## src/rtl/id_queue_pkg.sv

```systemverilog
// Shared decode types: field encodings, the decoded bundle and RV32 opcode/funct7 constants.
package id_queue_pkg;

    typedef enum logic [2:0] {ADD_SUBf, SLLf, SLTf, SLTUf, XORf, SRL_SRAf, ORf, ANDf} func_code_t;
    typedef enum logic [2:0] {MULf, MULHf, MULHSUf, MULHUf, DIVf, DIVUf, REMf, REMUf} MUL_DIV_t;
    typedef enum logic [1:0] {BYTE, HALF, WORD, SIZE_RSVD} wrd_size_t;
    typedef enum logic [1:0] {RF2SRC0, PC2SRC0, ZERO2SRC0, SRC0_RSVD} src0sel_t;
    typedef enum logic [1:0] {RF2SRC1, IMM12_2SRC1, IMM20_2SRC1, STOFS_2SRC1} src1sel_t;
    typedef enum logic [2:0] {BEQ, BNE, BR_RSVD2, BR_RSVD3, BLT, BGE, BLTU, BGEU} br_code_t;

    typedef struct packed {
        logic       mul_div;
        logic       to_sub;
        logic       br_instr;
        logic       jal_instr;
        logic       jalr_instr;
        logic       rf_re0;
        logic       rf_re1;
        logic       rf_we;
        logic [4:0] rf_p0_addr;
        logic [4:0] rf_p1_addr;
        logic [4:0] rf_dst_addr;
        func_code_t alu_func1;
        MUL_DIV_t   alu_func2;
        wrd_size_t  word_size;
        src0sel_t   src0sel;
        src1sel_t   src1sel;
        br_code_t   br_cc;
        logic       dm_re;
        logic       dm_we;
    } dec_bundle_t;

    localparam logic [6:0] OP_REGREG = 7'b0110011;
    localparam logic [6:0] OP_REGIMM = 7'b0010011;
    localparam logic [6:0] OP_STR    = 7'b0100011;
    localparam logic [6:0] OP_LD     = 7'b0000011;
    localparam logic [6:0] OP_BR     = 7'b1100011;
    localparam logic [6:0] OP_JAL    = 7'b1101111;
    localparam logic [6:0] OP_JALR   = 7'b1100111;
    localparam logic [6:0] OP_AUIPC  = 7'b0010111;
    localparam logic [6:0] OP_LUI    = 7'b0110111;

    localparam logic [6:0] FUNCT7_BASE = 7'h00;
    localparam logic [6:0] FUNCT7_ALT  = 7'h20;
    localparam logic [6:0] FUNCT7_MDIV = 7'h01;

endpackage

```

## src/rtl/rv_decode.sv

```systemverilog
// Combinational RV32I(+M) decoder: raw instruction to decoded bundle plus illegal flag.
module rv_decode
    import id_queue_pkg::*;
#(
    parameter bit EN_MDIV = 1'b1
) (
    input  logic [31:0] instr,
    output dec_bundle_t bundle,
    output logic        illegal
);

    logic [2:0] f3;
    logic [6:0] f7;
    assign f3 = instr[14:12];
    assign f7 = instr[31:25];

    always_comb begin
        bundle             = '0;
        bundle.rf_p0_addr  = instr[19:15];
        bundle.rf_p1_addr  = instr[24:20];
        bundle.rf_dst_addr = instr[11:7];
        bundle.alu_func1   = ADD_SUBf;
        bundle.alu_func2   = MULf;
        bundle.word_size   = WORD;
        bundle.src0sel     = RF2SRC0;
        bundle.src1sel     = RF2SRC1;
        illegal            = 1'b0;
        case (instr[6:0])
            OP_REGREG: begin
                bundle.rf_re0    = 1'b1;
                bundle.rf_re1    = 1'b1;
                bundle.rf_we     = 1'b1;
                bundle.alu_func1 = func_code_t'(f3);
                case (f7)
                    FUNCT7_BASE: ;
                    FUNCT7_ALT: begin
                        if (f3 == 3'b000 || f3 == 3'b101) bundle.to_sub = 1'b1;
                        else illegal = 1'b1;
                    end
                    FUNCT7_MDIV: begin
                        if (EN_MDIV) begin
                            bundle.mul_div   = 1'b1;
                            bundle.alu_func2 = MUL_DIV_t'(f3);
                        end else begin
                            illegal = 1'b1;
                        end
                    end
                    default: illegal = 1'b1;
                endcase
            end
            OP_REGIMM: begin
                bundle.rf_re0    = 1'b1;
                bundle.rf_we     = 1'b1;
                bundle.src1sel   = IMM12_2SRC1;
                bundle.alu_func1 = func_code_t'(f3);
                // shift-immediates reuse funct7 bits; bit 30 picks arithmetic right shift
                if (f3 == 3'b001 && f7 != FUNCT7_BASE) illegal = 1'b1;
                if (f3 == 3'b101) begin
                    bundle.to_sub = instr[30];
                    if (f7 != FUNCT7_BASE && f7 != FUNCT7_ALT) illegal = 1'b1;
                end
            end
            OP_STR: begin
                bundle.rf_re0    = 1'b1;
                bundle.rf_re1    = 1'b1;
                bundle.dm_we     = 1'b1;
                bundle.src1sel   = STOFS_2SRC1;
                bundle.word_size = wrd_size_t'(f3[1:0]);
                if (f3 > 3'd2) illegal = 1'b1;
            end
            OP_LD: begin
                bundle.rf_re0    = 1'b1;
                bundle.rf_we     = 1'b1;
                bundle.dm_re     = 1'b1;
                bundle.src1sel   = IMM12_2SRC1;
                bundle.word_size = wrd_size_t'(f3[1:0]);
                if (f3 == 3'd3 || f3 == 3'd6 || f3 == 3'd7) illegal = 1'b1;
            end
            OP_BR: begin
                bundle.rf_re0   = 1'b1;
                bundle.rf_re1   = 1'b1;
                bundle.br_instr = 1'b1;
                bundle.br_cc    = br_code_t'(f3);
                if (f3 == 3'd2 || f3 == 3'd3) illegal = 1'b1;
            end
            OP_JAL: begin
                bundle.jal_instr = 1'b1;
                bundle.rf_we     = 1'b1;
                bundle.src0sel   = PC2SRC0;
                bundle.src1sel   = IMM20_2SRC1;
            end
            OP_JALR: begin
                bundle.jalr_instr = 1'b1;
                bundle.rf_re0     = 1'b1;
                bundle.rf_we      = 1'b1;
                bundle.src1sel    = IMM12_2SRC1;
                if (f3 != 3'd0) illegal = 1'b1;
            end
            OP_AUIPC: begin
                bundle.rf_we   = 1'b1;
                bundle.src0sel = PC2SRC0;
                bundle.src1sel = IMM20_2SRC1;
            end
            OP_LUI: begin
                bundle.rf_we   = 1'b1;
                bundle.src0sel = ZERO2SRC0;
                bundle.src1sel = IMM20_2SRC1;
            end
            default: illegal = 1'b1;
        endcase
        // illegal entries must have no architectural side effects downstream
        if (illegal) begin
            bundle.rf_we      = 1'b0;
            bundle.dm_re      = 1'b0;
            bundle.dm_we      = 1'b0;
            bundle.br_instr   = 1'b0;
            bundle.jal_instr  = 1'b0;
            bundle.jalr_instr = 1'b0;
        end
        if (bundle.rf_dst_addr == 5'd0) bundle.rf_we = 1'b0;
    end

endmodule

```

## src/rtl/id_queue.sv

```systemverilog
// Decode stage: decodes fetched instructions and buffers DEPTH decoded bundles for execute.
module id_queue
    import id_queue_pkg::*;
#(
    parameter int DEPTH   = 4,
    parameter int XLEN    = 32,
    parameter bit EN_MDIV = 1'b1,
    parameter int CNT_W   = $clog2(DEPTH + 1)
) (
    input  logic             clk,
    input  logic             rst_n,
    input  logic             flush,
    input  logic             in_vld,
    output logic             in_rdy,
    input  logic [31:0]      in_instr,
    input  logic [XLEN-1:0]  in_pc,
    output logic             out_vld,
    input  logic             out_rdy,
    output logic [XLEN-1:0]  out_pc,
    output dec_bundle_t      out_bundle,
    output logic             out_illegal,
    output logic [CNT_W-1:0] count
);

    localparam int PTR_W = $clog2(DEPTH);

    dec_bundle_t                  in_bundle;
    logic                         in_illegal;
    dec_bundle_t [DEPTH-1:0]      bun_q;
    logic [DEPTH-1:0][XLEN-1:0]   pc_q;
    logic [DEPTH-1:0]             ill_q;
    logic [PTR_W-1:0]             wr_ptr, rd_ptr;
    logic                         push, pop;

    rv_decode #(.EN_MDIV(EN_MDIV)) u_dec (
        .instr   (in_instr),
        .bundle  (in_bundle),
        .illegal (in_illegal)
    );

    // explicit wrap so DEPTH need not be a power of two
    function automatic logic [PTR_W-1:0] ptr_inc(input logic [PTR_W-1:0] p);
        return (p == PTR_W'(DEPTH - 1)) ? '0 : p + PTR_W'(1);
    endfunction

    assign in_rdy  = (count < CNT_W'(DEPTH));
    assign out_vld = (count != '0);
    assign push    = in_vld & in_rdy & ~flush;
    assign pop     = out_vld & out_rdy & ~flush;

    always_ff @(posedge clk or negedge rst_n) begin
        if (!rst_n) begin
            wr_ptr <= '0;
            rd_ptr <= '0;
            count  <= '0;
            bun_q  <= '0;
            pc_q   <= '0;
            ill_q  <= '0;
        end else if (flush) begin
            wr_ptr <= '0;
            rd_ptr <= '0;
            count  <= '0;
        end else begin
            if (push) begin
                bun_q[wr_ptr] <= in_bundle;
                pc_q[wr_ptr]  <= in_pc;
                ill_q[wr_ptr] <= in_illegal;
                wr_ptr        <= ptr_inc(wr_ptr);
            end
            if (pop) rd_ptr <= ptr_inc(rd_ptr);
            if (push && !pop)      count <= count + CNT_W'(1);
            else if (pop && !push) count <= count - CNT_W'(1);
        end
    end

    assign out_bundle  = out_vld ? bun_q[rd_ptr] : '0;
    assign out_pc      = out_vld ? pc_q[rd_ptr]  : '0;
    assign out_illegal = out_vld & ill_q[rd_ptr];

endmodule

```

## config.mk

```make
export PLATFORM = sky130hd
export DESIGN_NAME = id_queue
export DESIGN_NICKNAME = d
export VERILOG_FILES = /design/src/rtl/id_queue_pkg.sv /design/src/rtl/rv_decode.sv /design/src/rtl/id_queue.sv
export SDC_FILE = /design/constraint.sdc
export NUM_CORES = 1
export LEC_CHECK = 0
export CAP_MARGIN = 20
export CORE_ASPECT_RATIO = 0.5
export CORE_MARGIN = 3
export CORE_UTILIZATION = 50
export CTS_BUF_LIST = sky130_fd_sc_hd__clkbuf_16
export CTS_CLUSTER_DIAMETER = 80
export DETAILED_ROUTE_END_ITERATION = 16
export PLACE_DENSITY_LB_ADDON = 0.08
export SYNTH_ARGS = -nofsm -noshare
export SYNTH_HDL_FRONTEND = slang
export SYNTH_SLANG_ARGS = --single-unit
```

## constraint.sdc

```tcl
create_clock -name clk -period 5.5 [get_ports clk]
set_input_delay 0.825 -clock clk [delete_from_list [all_inputs] [get_ports clk]]
set_output_delay 0.825 -clock clk [all_outputs]
set_load 0.05 [all_outputs]
```

==> out/results.tsv <==
stage	metric	value	unit
global_route	initial antenna violation count	0	
routing	residual DRC count	0	
floorplanning	Site Rows	42	
layout	diodes inserted	0	
global_route	met1 Use GR	33.0	%
synth	top-count cell post-synth	nand2_1	
clock_tree	Reg clk slew, reported paths	70	ps
worst_setup_path	CP Class	reg -> out	
synth	Most used DFF post-synth	dfrtp_1	
synth	proportion of netlist area held by the largest area contributor	53.6	%
clock_tree	clock root cell	clkbuf_16	
routing	WL/cell	18.6	microns
synth	Unique masters post-synth	51	
sta	min cycle time layout	4170	ps
floorplanning	Core Box Area	0.0270	sq mm
worst_setup_path	critical path fanouts, max	46	
synth	sequential element share of the synthesized area	53.6	%
clock_tree	H-tree depth	1	
global_route	GRT Resource Usage Total	24.1	%
routing	drt total wl	35200	microns
routing	First DRT Iteration DRCs	804	
global_route	GRT overflow	0	
clock_tree	post-CTS resize count	0	
worst_setup_path	slowest library cell on the worst path	nand3_2	
sta	FMAX	240	MHz
routing	via count	10300	
global_route	vias in the first global route	10800	
synth	Syn Area/Cell	9.92	sq um
sta	final setup fails	0	
place	number of buffers added on ports	146	
global_route	busiest grt layer	met2	
floorplanning	die height	124	microns
floorplanning	die area	0.0301	sq mm
clock_tree	CTS tree	built	
layout	share of layout cells above drive strength 1	10.7	%
sta	WHS	279	ps
hold_path	hold crit path type	in -> async	
synth	syn nets	1483	
sta	Fin. Hold Viols	0	
sta	Tightest Pin Transition	1110	ps
sta	crit share post-route	75.8	%
global_route	grt met3 use	3.89	%
global_route	first-pass GRT wire length	57500	microns
worst_setup_path	crit path launch type	register	
clock_tree	setup bufs post-CTS	0	
sta	Rel. slew slack	26.2	%
power	Max VDD drop	283	uV
clock_tree	clock sinks	299	
clock_tree	cts hold-fix bufs	0	
power	Design Power	8.77	mW
worst_setup_path	Critical Path AT	3340	ps
floorplanning	I/O pins	147	
synth	warnings from Yosys	0	
global_route	largest net degree at the start of global routing	113	
floorplanning	die width	242	microns
routing	Final ANT Viol Nets	0	
clock_tree	clock latency at the later pin of the worst-skew pair	550	ps
synth	Post-synth EDFFs	0	
global_route	M2 GR Usage	41.7	%
synth	Mapped Cells	1408	
sta	total negative slack	0	ps
clock_tree	CTS buffer count	27	
synth	async set or reset register ratio after synthesis	100	%
routing	first-pass detailed-route iteration total	5	
place	Final HPWL DP	21400	microns
sta	RSZ-0062 raised after global routing	no	
place	RD Place Congestion	0.853	
worst_setup_path	Req. time, crit path	4680	ps
floorplanning	Initial Utilization	51.8	%
worst_setup_path	CP cell instances	inv_1 -> nand3_2 -> buf_4 -> and2_1 -> clkdlybuf4s50_1	
layout	layout overhead on the synthesized area	18.3	%
synth	Post-synth top cells	nand2_1, dfrtp_1, o21ai_0, and2_1, mux4_2	
synth	Synth area leader	dfrtp_1	
run	max-cap violations	0	
sta	clk_skew	22.8	ps
worst_setup_path	CP max stage delay	750	ps
routing	Vias per Instance	5.46	
worst_setup_path	Top delay family on crit path	buffers and inverters	
power	Lkg Pwr	7.68	nW
synth	top post-synthesis cells by area	dfrtp_1, nand2_1, mux4_2	
clock_tree	maximum clock path buffer count	3	
synth	post-synthesis register bit count	299	
worst_setup_path	worst path bufs/invs	3	
synth	Syn Std Cell Area	0.0140	sq mm
power	PwrDens	531	mW/mm^2
layout	NumNets Final	1574	
worst_setup_path	CP endpoint kind	output port	
sta	Pins Over Slew Limit	0	
run_status	outcome	completed	
## registers in the layout, summed over array words and instances (netlist names)
signal / cells
bun_q: 160
ill_q: 4
count: 3
pc_q: 128
rd_ptr: 2
wr_ptr: 2
## cell usage in the layout (no fill, tap or decap), types with 3 or more instances in the layout
cell / n
a21oi_1: 4
and2_1: 78
and2_2: 4
and3_1: 3
and3b_1: 4
buf_4: 13
bufinv_16: 4
clkbuf_16: 27
clkdlybuf4s50_1: 145
clkinv_1: 7
clkinv_2: 3
dfrtp_1: 297
ha_1: 5
inv_1: 10
mux2_2: 20
mux4_2: 73
nand2_1: 615
nand2_4: 4
nand2b_1: 3
nand3_1: 12
nand4_1: 12
nor2_1: 14
nor2b_1: 5
nor3_1: 5
nor4_1: 3
o21ai_0: 83
o21ai_1: 4
o31ai_1: 13
o32a_1: 4
o41ai_1: 4
or3_1: 4
xnor2_1: 3
## worst paths after layout
| check | end | cells past startpoint | slack (ps) | from |
|---|---|---|---|---|
| worst min register to register | bun_q[103]$_DFFE_PN0P_ | 2 | 470 | bun_q[103]$_DFFE_PN0P_ |
| max in group asynchronous | bun_q[92]$_DFFE_PN0P_ | 2 | 4020 | rst_n |
| worst max-delay path | out_pc[1] | 5 | 1330 | count[2]$_DFFE_PN0P_ |
| worst max register to register | bun_q[61]$_DFFE_PN0P_ | 4 | 3020 | count[2]$_DFFE_PN0P_ |
| min in group clk | bun_q[103]$_DFFE_PN0P_ | 2 | 470 | bun_q[103]$_DFFE_PN0P_ |
| worst min-delay path | pc_q[37]$_DFFE_PN0P_ | 1 | 280 | rst_n |
## metal layers
layer | up-vias | wire length, microns
met1 | 5189 | 15500
met2 | 267 | 17500
met3 | 33 | 1780
li1 | 4838 | -
met5 | - | 0
met4 | 0 | 474
## layout make-up
type,count,area [sq um]
inverter,6,22.5
clock buffer,27,676
clock inverter,20,194
fill,2224,10400
sequential,299,7490
timing repair buffer,161,1600
tap,374,468
multi-input combinational,1004,6060
## metrics by stage
stage / cell area, sq um / utilization, % / cells / worst slack, ps
6_report: 16500 / 61.3 / 1891 / 1330
5_1_grt: 16500 / 61.3 / 1891 / 1090
4_1_cts: 16500 / 61.3 / 1891 / 1240
3_5_place_dp: 15600 / 58.0 / 1844 / 1860
3_3_place_gp: 15600 / 58.0 / 1844 / 1900
2_1_floorplan: 14000 / - / 1408 / 2210
## worst reg2reg max path, cell delays in order, from the launching register on
cell and delay, ps:
dfrtp_1 460, nor3b_4 550, and2_2 390, buf_4 560, mux2_2 410
## cells by family after synthesis
| group | count (synthesis) | synth area share [%] |
|---|---|---|
| AO/OA/AOI/OAI | 127 | 5.48 |
| XOR/XNOR | 3 | 0.188 |
| adder cells (fa/ha/maj) | 6 | 0.591 |
| buffers and inverters | 105 | 3.25 |
| flip-flops | 299 | 53.6 |
| multiplexers | 93 | 13.4 |
| AND/OR/NAND/NOR | 775 | 23.5 |
## where the power goes
part	switching, mW	leakage (nW)	internal (mW)
Sequential	0.423	3.95	2.86
Clock	0.826	0.442	1.08
Combinational	2.14	3.28	1.44
No activity file was read; power rests on OpenSTA's default activity.
